[config.mk]
export PLATFORM = sky130hd
export DESIGN_NAME = jb_encoder_8to3_irq
export DESIGN_NICKNAME = d
export VERILOG_FILES = /design/src/rtl/jb_encoder_8to3_irq.sv
export SDC_FILE = /design/constraint.sdc
export NUM_CORES = 1
export LEC_CHECK = 0
export BUFFER_PORTS_ARGS = -buffer_cell sky130_fd_sc_hd__buf_2
export CORE_ASPECT_RATIO = 0.8
export CORE_UTILIZATION = 52
export CTS_CLUSTER_SIZE = 16
export DETAILED_ROUTE_END_ITERATION = 10
export HOLD_SLACK_MARGIN = 0.12
export PLACE_DENSITY = 0.72
export SLEW_MARGIN = 20
export SYNTH_ARGS = -nofsm -noshare
export SYNTH_HDL_FRONTEND = slang
export SYNTH_SLANG_ARGS = --single-unit
[constraint.sdc]
create_clock -name clk -period 2.32 [get_ports clk]
set_input_delay 0.464 -clock clk [delete_from_list [all_inputs] [get_ports clk]]
set_output_delay 0.464 -clock clk [all_outputs]
set_load 0.01 [all_outputs]
[src/rtl/jb_encoder_8to3_irq.sv]
`default_nettype none
// ---------------------------------------------------------------------------
// jb_encoder_8to3_irq - queues falling edges on 8 active-low lines and presents
// them as a 3-bit index over valid/ready; JB_ENCODER_ONEHOT_OUT_EN adds dout_onehot_n.
// Rev 1.0
// ---------------------------------------------------------------------------
module jb_encoder_8to3_irq #(
  parameter int SYNC_STAGES = 2,
  parameter int ROTATE      = 0
) (
  input  logic       clk,
  input  logic       rst,
  input  logic [7:0] din_n,
  output logic [2:0] dout,
  output logic       dout_valid,
  input  logic       dout_ready,
  output logic [7:0] pending,
  output logic       overflow,
  input  logic       clr_ovf
`ifdef JB_ENCODER_ONEHOT_OUT_EN
  ,
  output logic [7:0] dout_onehot_n
`endif
);

  localparam logic [0:0] ST_EMPTY = 1'b0;
  localparam logic [0:0] ST_FULL  = 1'b1;

  logic [7:0] sync_q [SYNC_STAGES];
  logic [7:0] s_d;
  logic [7:0] rise;
  logic [7:0] clr_mask;
  logic [7:0] lost;
  logic [2:0] search_start;
  logic [2:0] sel;
  logic [2:0] idx;
  logic       has_pend;
  logic       load;
  logic [0:0] state;
  logic [0:0] state_nx;

  // History flops reset inactive so a line held low through reset reports once.
  always_ff @(posedge clk or posedge rst) begin
    if (rst) begin
      for (int i = 0; i < SYNC_STAGES; i++) sync_q[i] <= 8'hFF;
      s_d <= 8'hFF;
    end else begin
      sync_q[0] <= din_n;
      for (int i = 1; i < SYNC_STAGES; i++) sync_q[i] <= sync_q[i-1];
      s_d <= sync_q[SYNC_STAGES-1];
    end
  end

  assign rise     = s_d & ~sync_q[SYNC_STAGES-1];
  assign has_pend = |pending;
  assign load     = has_pend && ((state == ST_EMPTY) || dout_ready);

  generate
    if (ROTATE != 0) begin : g_rotate
      logic [2:0] last_grant;
      always_ff @(posedge clk or posedge rst) begin
        if (rst)       last_grant <= 3'd7;
        else if (load) last_grant <= sel;
      end
      assign search_start = last_grant + 3'd1;
    end else begin : g_fixed
      assign search_start = 3'd0;
    end
  endgenerate

  // Walk downward so the closest set bit to search_start is written last.
  always_comb begin
    sel = 3'd0;
    idx = 3'd0;
    for (int k = 7; k >= 0; k--) begin
      idx = search_start + 3'(k);
      if (pending[idx]) sel = idx;
    end
  end

  assign clr_mask = load ? (8'd1 << sel) : 8'd0;
  assign lost     = rise & pending & ~clr_mask;

  always_ff @(posedge clk or posedge rst) begin
    if (rst) state <= ST_EMPTY;
    else     state <= state_nx;
  end

  always_comb begin
    state_nx = state;
    case (state)
      ST_EMPTY: if (has_pend)                state_nx = ST_FULL;
      ST_FULL:  if (dout_ready && !has_pend) state_nx = ST_EMPTY;
      default:                               state_nx = ST_EMPTY;
    endcase
  end

  always_comb begin
    dout_valid = (state == ST_FULL);
  end

  always_ff @(posedge clk or posedge rst) begin
    if (rst) begin
      pending  <= 8'h00;
      overflow <= 1'b0;
      dout     <= 3'd0;
    end else begin
      pending <= (pending & ~clr_mask) | rise;
      if (|lost)        overflow <= 1'b1;
      else if (clr_ovf) overflow <= 1'b0;
      if (load) dout <= sel;
    end
  end

`ifdef JB_ENCODER_ONEHOT_OUT_EN
  always_ff @(posedge clk or posedge rst) begin
    if (rst)                            dout_onehot_n <= 8'hFF;
    else if (load)                      dout_onehot_n <= ~clr_mask;
    else if (dout_valid && dout_ready)  dout_onehot_n <= 8'hFF;
  end
`endif

endmodule
`default_nettype wire

==> run metrics, run 1 <==
Sw Share=25.0%; P per Cell Area=748 nW/um2; # fillers=178; initial antenna violation count=0; post-route setup TNS=0 ns; H-tree Lvls=2; Hold Fails Final Rpt=0; total grt overflow=0; Synth top area share=47.6%; final total power=1.15 mW; nets@finish=145; Synth Area in Adders=0%; share of cells above drive strength 1=44.0%; # IOs=25; combinational fraction of design power=9.1%; CTS tree=built; CP Capture Type=flop; CTS sink cnt=37; post-synthesis mux area share=0%; Int Power=0.861 mW; setup bufs post-CTS=0; most frequent cells in the layout=24 x buf_2, 24 x dfstp_2, 13 x dfrtp_1; pin count of the biggest net entering global routing=38; CP max FO=8; Synth area leader=dfstp_2; RSZ-0062 raised after global routing=false; post-route worst setup slack=0.502 ns; Die Ht=47.2 um; clock group share of total power=27.3%; post-synthesis xor/xnor area fraction=0%; CP peak stage delay=0.48 ns; Pleak=0.659 nW; CP Buf/Inv Count=0; WL final=2130 um; Resized cells post-CTS=0; worst ir drop on vdd=0.445 mV; Area growth syn-to-layout=15.9%; Unique masters post-synth=26; clock buffer depth=2; antenna-violating nets left=0; Synth Area in Simple Gates=12.0%; Core ar.=2270 um2; synth top area cells=dfstp_2 48%, dfrtp_1 25%, o21ai_0 4.5%; vias post-DR=870; register share of total power=63.6%; critical path, cell by cell=nor2_1 > nand2_1 > o21ai_0 > o221ai_1 > or3_1; main combinational cell family by area after synthesis=compound AO/OA/AOI/OAI gates; Slew Viols, Final=0; syn_nets=114; gr usage total=17.7%; max-cap violations=0; die area=2760 um2; vias in the first global route=730; Mapped Cells=102; cell family with most CP delay=simple AND/OR/NAND/NOR gates; ratio of final minimum period to clock period=78.4%; first-pass GRT wire length=3240 um; DRC viols=0; FMAX=550 MHz; Ant. Diodes=0; Synth Register Bits=37; clk slew on worst S/H paths=0.10 ns; Post-Syn Area per Cell=13.0 um2; wire per inst=12.7 um; pre-CTS WS=0.342 ns; Synth Area in Compound Gates=12.2%; die span in x=58.4 um; drt via density=5.18; row count=15; Slew headroom=73.5%; cell at the slowest stage of the critical path=dfrtp_1; port bufs=24; HP Class=in2async; Clock Skews=0.00621 ns; Psw=0.288 mW; outcome=completed; initial drt markers=20; Final GP Congestion=0.842; Clock Tree Root=clkbuf_4; Required @ worst endpoint=2.55 ns; post-synthesis sequential area ratio=72.1%; critical path type=reg2reg; post-DP HPWL=1480 um; Ys Warns=0; hold-fix buffers at CTS=0; Worst Tran Pin Value=0.387 ns; Cell Area, Synth=1330 um2; Setup crit start kind=flop; crit path DAT=2.05 ns; Initial DRT Pass Iterations=4; CTS Buf Count=5; Final Critical Period=1.82 ns; Starting Density=58.3%; Finish-stage setup viols=0; Clk Latency, worst-skew pair=0.34 ns
final timing paths:
kind                       depth (start not counted)                    to                 start  slack [ns]
setup / recovery                                   5  overflow$_DFFE_PP0P_  pending[2]$_DFF_PP0_        0.50
hold / removal                                     3  pending[2]$_DFF_PP0_                   rst        0.20
setup reg to reg                                   5  overflow$_DFFE_PP0P_  pending[2]$_DFF_PP0_        0.50
hold reg to reg                                    0   sync_q[1]$_DFF_PP1_   sync_q[9]$_DFF_PP1_        0.36
max in group asynchronous                          3   sync_q[9]$_DFF_PP1_                   rst        1.79
min in group clk                                   1  sync_q[15]$_DFF_PP1_              din_n[7]        0.21
cell type report:
type / instances / area [um2] / area share, %
clock inverters: 2 / 10.0 / 0.652
clock buffers: 6 / 41.3 / 2.69
flip-flops and latches: 37 / 956 / 62.3
inverters: 10 / 37.5 / 2.44
well taps: 34 / 42.5 / 2.77
repair buffers: 25 / 128 / 8.31
multi-input cells: 54 / 320 / 20.9
cells by family (layout without fill, tap and decap cells):
| kind of cell | count (synthesis) | count (layout) |
|---|---|---|
| simple gates | 30 | 30 |
| compound gates | 24 | 24 |
| flops | 37 | 37 |
| buf+inv | 11 | 43 |
per-layer routing:
layer / global-route usage [%] / share of wire [%] / up-vias
met5: 0 / 0 / -
met4: 12.9 / 2.5 / 0
met3: 6.06 / 6.8 / 8
met2: 26.2 / 45 / 35
met1: 22.2 / 46 / 414
li1: - / - / 413
cell usage after synthesis (all sizes together):
| cell | n |
|---|---|
| dfstp | 24 |
| dfrtp | 13 |
| o21ai | 12 |
| inv | 10 |
| nand2 | 8 |
| nor2 | 6 |
| nand2b | 4 |
| nand3b | 3 |
| a2111oi | 2 |
| a21oi | 2 |
| nor2b | 2 |
| nor3 | 2 |
| o22ai | 2 |
| or3 | 2 |
| a21o | 1 |
| a22o | 1 |
| a31oi | 1 |
| a32oi | 1 |
| and2b | 1 |
| buf | 1 |
| nand4 | 1 |
| nor4 | 1 |
| o221ai | 1 |
| o31ai | 1 |
flip-flops by register name (all words and copies together) (netlist names):
name,flops
dout_valid,1
dout,3
s_d,8
overflow,1
sync_q,16
pending,8
worst min-delay path, stage by stage:
cell and delay, ns:
buf_2 0.09, inv_1 0.04, buf_4 0.37
power groups by stage:
stage | logic, mW | clock network [mW] | registers [mW]
after floorplan | 0.0592 | 0 | 0.743
after global placement | 0.104 | 0 | 0.740
after detailed placement | 0.106 | 0 | 0.741
after CTS | 0.107 | 0.322 | 0.731
after global routing | 0.116 | 0.339 | 0.737
final | 0.105 | 0.313 | 0.730
through the flow:
step / instance area, um2 / utilization [%] / cells / hold WS (ns)
floorplan: 1330 / - / 102 / 0.345
global placement: 1480 / 65.3 / 160 / 0.345
detailed placement: 1480 / 65.3 / 160 / 0.347
CTS: 1540 / 67.6 / 168 / 0.200
global route: 1540 / 67.6 / 168 / 0.197
finish: 1540 / 67.6 / 168 / 0.201
(Power assumes the default switching activity.)
==> run 2, diff against run 1 <==
clock period = 1.8 ns   (was 2.32 ns; I/O delays follow)
==> run 2 against run 1 <==
The flow now finishes with violations (negative setup slack). Via count up 2.8%. Cell area increased by 13%. Global-route usage rose by 2.2 points. First-iteration DRC count is 40% lower. Register-to-register slack worse by 0.50 ns. Critical path depth grew 1. Sequential power grew 29%. Critical endpoint unchanged. Largest power group unchanged.
==> run metrics, run 2 (synthesized netlist as in run 1, its figures left out) <==
antenna-violating nets left=0 (unchanged); share of cells above drive strength 1=45.3% (+1.3 points); Core ar.=2270 um2 (unchanged); HP Class=reg2reg; pin count of the biggest net entering global routing=38 (unchanged); P per Cell Area=986 nW/um2 (+32%); post-DP HPWL=1590 um (+7.4%); CTS Buf Count=5 (unchanged); Setup crit start kind=flop; Placed Instances=164 (+2.5%); die area=2760 um2 (unchanged); port bufs=24 (unchanged); FMAX=555 MHz (+0.90%); Clk Latency, worst-skew pair=0.33 ns (about the same); most frequent cells in the layout=24 x buf_2, 24 x dfstp_2, 13 x dfrtp_1; Final GP Congestion=0.787 (-6.5%); final non-filler cell total=184 (+9.5%); Pleak=0.743 nW (+13%); RSZ-0062 raised after global routing=true; vias post-DR=894 (+2.8%); drt via density=4.86 (-6.2%); CTS tree=built; Starting Density=58.3% (unchanged); clk slew on worst S/H paths=0.11 ns (about the same); critical path type=reg2reg; Worst Tran Pin Value=0.399 ns (+0.0119 ns); ratio of final minimum period to clock period=100% (+22 points); Largest Register=sync_q; Die Ht=47.2 um (unchanged); violated checks=negative setup slack; Initial DRT Pass Iterations=4 (unchanged); Hold Fails Final Rpt=0 (unchanged); # IOs=25 (unchanged); final total power=1.70 mW (+48%); post-layout util=76.1% (+8.5 points); gr usage total=19.8% (+2.2 points); post-route worst setup slack=-0.00217 ns (-0.504 ns); Required @ worst endpoint=2.02 ns (-0.53 ns); row count=15 (unchanged); first-pass GRT wire length=3780 um (+17%); max-cap violations=0 (unchanged); die span in x=58.4 um (unchanged); crit path DAT=2.02 ns (-0.03 ns); clock buffer depth=2 (unchanged); wire per inst=12.5 um (-1.8%); CP Capture Type=flop; DRC viols=0 (unchanged); CTS sink cnt=37 (unchanged); Slew headroom=72.7% (-0.81 points); Slew Viols, Final=0 (unchanged); Clock Skews=0.00880 ns (+0.00259 ns); largest registers=sync_q: 16 flops, pending: 8 flops, s_d: 8 flops; vias in the first global route=880 (+21%); total grt overflow=0 (unchanged); Clock Tree Root=clkbuf_4; nets@finish=161 (+11%); post-route setup TNS=-0.00217 ns (-0.00217 ns); Finish-stage setup viols=1 (+1); Area growth syn-to-layout=30.4%; H-tree Lvls=2 (unchanged); Final Critical Period=1.80 ns (-0.0162 ns); WL final=2290 um (+7.5%); initial antenna violation count=0 (unchanged); pre-CTS WS=-0.0270 ns (-0.369 ns); Ant. Diodes=0 (unchanged); CP max FO=2 (-6); outcome=complete, but fails checks; worst ir drop on vdd=0.641 mV (+44%); max reg flops=16 (unchanged); initial drt markers=12 (-40%)
run 2: cell types whose count changed in the layout (fill, tap and decap cells not counted), sizes merged:
| cell | before | now |
|---|---|---|
| dlygate4sd3 | 0 | 9 |
| buf | 25 | 32 |
| clkbuf | 6 | 7 |
| bufinv | 0 | 1 |
| clkinv | 2 | 0 |
run 2: critical path, stage by stage (launching register included):
cell and delay, ns:
dfstp_2 0.54, nand3b_1 0.13, buf_4 0.14, o22ai_4 0.06
a2111oi_2 0.34, o221ai_1 0.16, or3_1 0.32
run 2: cell type report:
class	count	area [um2]
flip-flops and latches	37	956
fillers	152	543
multi-input cells	54	337
clock buffers	7	55.1
repair buffers	41	270
well taps	34	42.5
inverters	10	37.5
clock inverters	1	30.0
run 2: final timing paths:
kind / from / depth (start not counted) / end / slack [ns]
worst max-delay path: sync_q[3]$_DFF_PP1_ / 6 / overflow$_DFFE_PP0P_ / -0.002
min in group asynchronous: rst / 4 / overflow$_DFFE_PP0P_ / 0.65
max in group asynchronous: rst / 4 / s_d[0]$_DFF_PP1_ / 0.81
worst max register to register: sync_q[3]$_DFF_PP1_ / 6 / overflow$_DFFE_PP0P_ / -0.002
worst min register to register: sync_q[9]$_DFF_PP1_ / 0 / sync_q[1]$_DFF_PP1_ / 0.36
worst min-delay path: sync_q[9]$_DFF_PP1_ / 0 / sync_q[1]$_DFF_PP1_ / 0.36
run 2: metrics by stage:
| step | area, um2 | hold slack (ns) |
|---|---|---|
| finish | 1730 | 0.356 |
| global route | 1730 | 0.362 |
| CTS | 1720 | 0.362 |
| detailed placement | 1510 | 0.347 |
| global placement | 1510 | 0.345 |
| floorplan | 1330 | 0.345 |
run 2: where the power goes:
part           internal (mW)  switching (mW)  leakage (nW)
Clock                  0.332           0.251        0.0455
Combinational         0.0881          0.0917         0.310
Sequential             0.902          0.0384         0.387
run 2: metal layers:
metal | track usage [%] | up-vias | wire (um) | share of wire [%]
li1 | - | 441 | - | -
met1 | 23.9 | 421 | 1050 | 46
met2 | 33.8 | 27 | 1080 | 47
met3 | 6.06 | 5 | 127 | 5.5
met4 | 9.52 | 0 | 32 | 1.4
met5 | 0 | - | 0 | 0
run 2: what timing repair did:
action	4_1_cts	5_1_grt
resized for setup	1	3
endpoints found under the setup margin	1	3
hold endpoints to repair	21	0
hold buffers	9	0
setup buffers	3	0
pin swaps	2	1
==> run 3, diff against run 2 <==
CORE_UTILIZATION = 47   (was 52)
PLACE_DENSITY = 0.68   (was 0.72)
clock period = 1.54 ns   (was 1.8 ns; I/O delays follow)
==> run 3 against run 2 <==
The run still ends with negative setup slack left. Die area up 10%. Non-clock buffer count up 11. Sequential share of layout area down 2.1 points. Total power up 10%. Clock power down 8.2%. Flip-flop and latch count unchanged. Clock skew down 0.0065 ns. First-iteration DRC count up 140%. Critical path depth down 1. Cell area up 4.3%. Setup slack worse by 0.15 ns. Highest routed layer unchanged.
==> run metrics, run 3 (synthesized netlist as in run 1, its figures left out) <==
gr usage total=20.0% (+0.17 points); Area growth syn-to-layout=36.0%; Clock Skews=0.00227 ns (-0.00653 ns); Finish-stage setup viols=1 (unchanged); first-pass GRT wire length=4300 um (+14%); CTS sink cnt=37 (unchanged); Die Ht=49.5 um (+5.0%); pre-CTS WS=-0.213 ns (-0.186 ns); antenna-violating nets left=0 (unchanged); clock buffer depth=2 (unchanged); die area=3040 um2 (+10%); worst ir drop on vdd=0.649 mV (+1.2%); die span in x=61.4 um (+5.0%); Psw=0.473 mW (+24%); HP Class=reg2reg; CTS Buf Count=5 (unchanged); final total power=1.88 mW (+10%); clk slew on worst S/H paths=0.11 ns (about the same); largest registers=sync_q: 16 flops, pending: 8 flops, s_d: 8 flops; initial drt markers=29 (+17); CTS tree=built; Crit. Startpoint=sync_q[3]$_DFF_PP1_; total grt overflow=0 (unchanged); violated checks=negative setup slack; # fillers=199 (+31%); Pleak=0.788 nW (+6.2%); Int Power=1.41 mW (+6.4%); HP Start=sync_q[15]$_DFF_PP1_; Clk Latency, worst-skew pair=0.33 ns (about the same); outcome=complete, but fails checks; Worst Tran Pin Value=0.434 ns (+0.0348 ns); Slew Viols, Final=0 (unchanged); Slew headroom=71.1% (-1.6 points); setup slack, reg-to-reg=-0.15 ns (-0.15 ns); most frequent cells in the layout=24 x buf_2, 24 x dfstp_2, 19 x buf_4; register share of total power=58.7% (+3.5 points); combinational fraction of design power=12.9% (+2.3 points); Final GP Congestion=0.866 (+10%); wire per inst=13.2 um (+6.2%); port bufs=24 (unchanged); critical path type=reg2reg; WL final=2610 um (+14%); row count=16 (+1); Hold Slack=0.361 ns (+0.00459 ns); Required @ worst endpoint=1.77 ns (-0.25 ns); # IOs=25 (unchanged); drt via density=5.07 (+4.3%); FMAX=590 MHz (+6.4%); post-route worst setup slack=-0.154 ns (-0.152 ns); Initial DRT Pass Iterations=4 (unchanged); Ant. Diodes=0 (unchanged); nets@finish=172 (+6.8%); H-tree Lvls=2 (unchanged); post-route setup TNS=-0.154 ns (-0.152 ns); P per Cell Area=1040 nW/um2 (+5.8%); r2r startpoint=sync_q[3]$_DFF_PP1_; max reg flops=16 (unchanged); Setup crit start kind=flop; clock group share of total power=28.4% (-5.8 points); Final Critical Period=1.69 ns (-0.108 ns); Core ar.=2560 um2 (+13%); Largest Register=sync_q; vias post-DR=998 (+12%); Starting Density=51.7% (-6.6 points); ratio of final minimum period to clock period=110% (+9.9 points); Sw Share=25.2% (+2.8 points); share of cells above drive strength 1=52.8% (+7.5 points); Hold Fails Final Rpt=0 (unchanged); CP max FO=2 (unchanged); Clock Tree Root=clkbuf_4; setup bufs post-CTS=0 (-3); post-DP HPWL=1790 um (+12%); crit path DAT=1.92 ns (-0.10 ns); CP Capture Type=flop; pin count of the biggest net entering global routing=38 (unchanged); DRC viols=0 (unchanged); vias in the first global route=1006 (+14%); RSZ-0062 raised after global routing=true; max-cap violations=0 (unchanged); initial antenna violation count=0 (unchanged)
## run 3: path summary, 6_finish.rpt
kind	end	cells after the start
worst max-delay path	overflow$_DFFE_PP0P_	5
worst min-delay path	sync_q[7]$_DFF_PP1_	0
worst max register to register	overflow$_DFFE_PP0P_	5
worst min register to register	sync_q[7]$_DFF_PP1_	0
max in group asynchronous	s_d[3]$_DFF_PP1_	4
min in group asynchronous	pending[1]$_DFF_PP0_	4
## run 3: stage by stage
| step | std cells | utilization [%] | cell area (um2) |
|---|---|---|---|
| final | 197 | 70.3 | 1800 |
| after global placement | 180 | 63.3 | 1620 |
| after floorplan | 102 | - | 1330 |
| after CTS | 197 | 69.5 | 1780 |
| after detailed placement | 180 | 63.3 | 1620 |
| after global routing | 197 | 70.3 | 1800 |
## run 3: final cells by class
class,instances,area (um2),share of cell area (%)
Multi-Input combinational cell,54,343,19.0
Clock inverter,2,13.8,0.764
Inverter,10,37.5,2.08
Sequential cell,37,958,53.2
Clock buffer,6,51.3,2.85
Timing Repair Buffer,52,353,19.6
Tap cell,36,45.0,2.50
## run 3: per-layer routing
layer | share of wire [%] | global-route usage, %
met1 | 40 | 25.4
met2 | 49 | 30.3
met3 | 8.0 | 7.09
met4 | 2.7 | 9.63
met5 | 0 | 0
## run 3: what timing repair did
item,4_1_cts,5_1_grt
hold endpoints to repair,21,0
endpoints found under the setup margin,3,3
gates resized for setup,3,7
hold buffers,9,0
## run 3: worst max-delay path: stages, from the launching register on
cell	delay, ns
dfstp_2	0.54
nand3b_1	0.14
o22ai_1	0.10
a2111oi_2	0.34
o221ai_1	0.16
or3_1	0.31
## run 3: power groups by stage
| stage | sequential, mW | combinational, mW | clock (mW) |
|---|---|---|---|
| finish | 1.10 | 0.241 | 0.534 |
| global route | 1.11 | 0.270 | 0.598 |
| CTS | 1.10 | 0.237 | 0.555 |
| detailed placement | 1.11 | 0.219 | 0 |
| global placement | 1.11 | 0.212 | 0 |
| floorplan | 1.12 | 0.0889 | 0 |
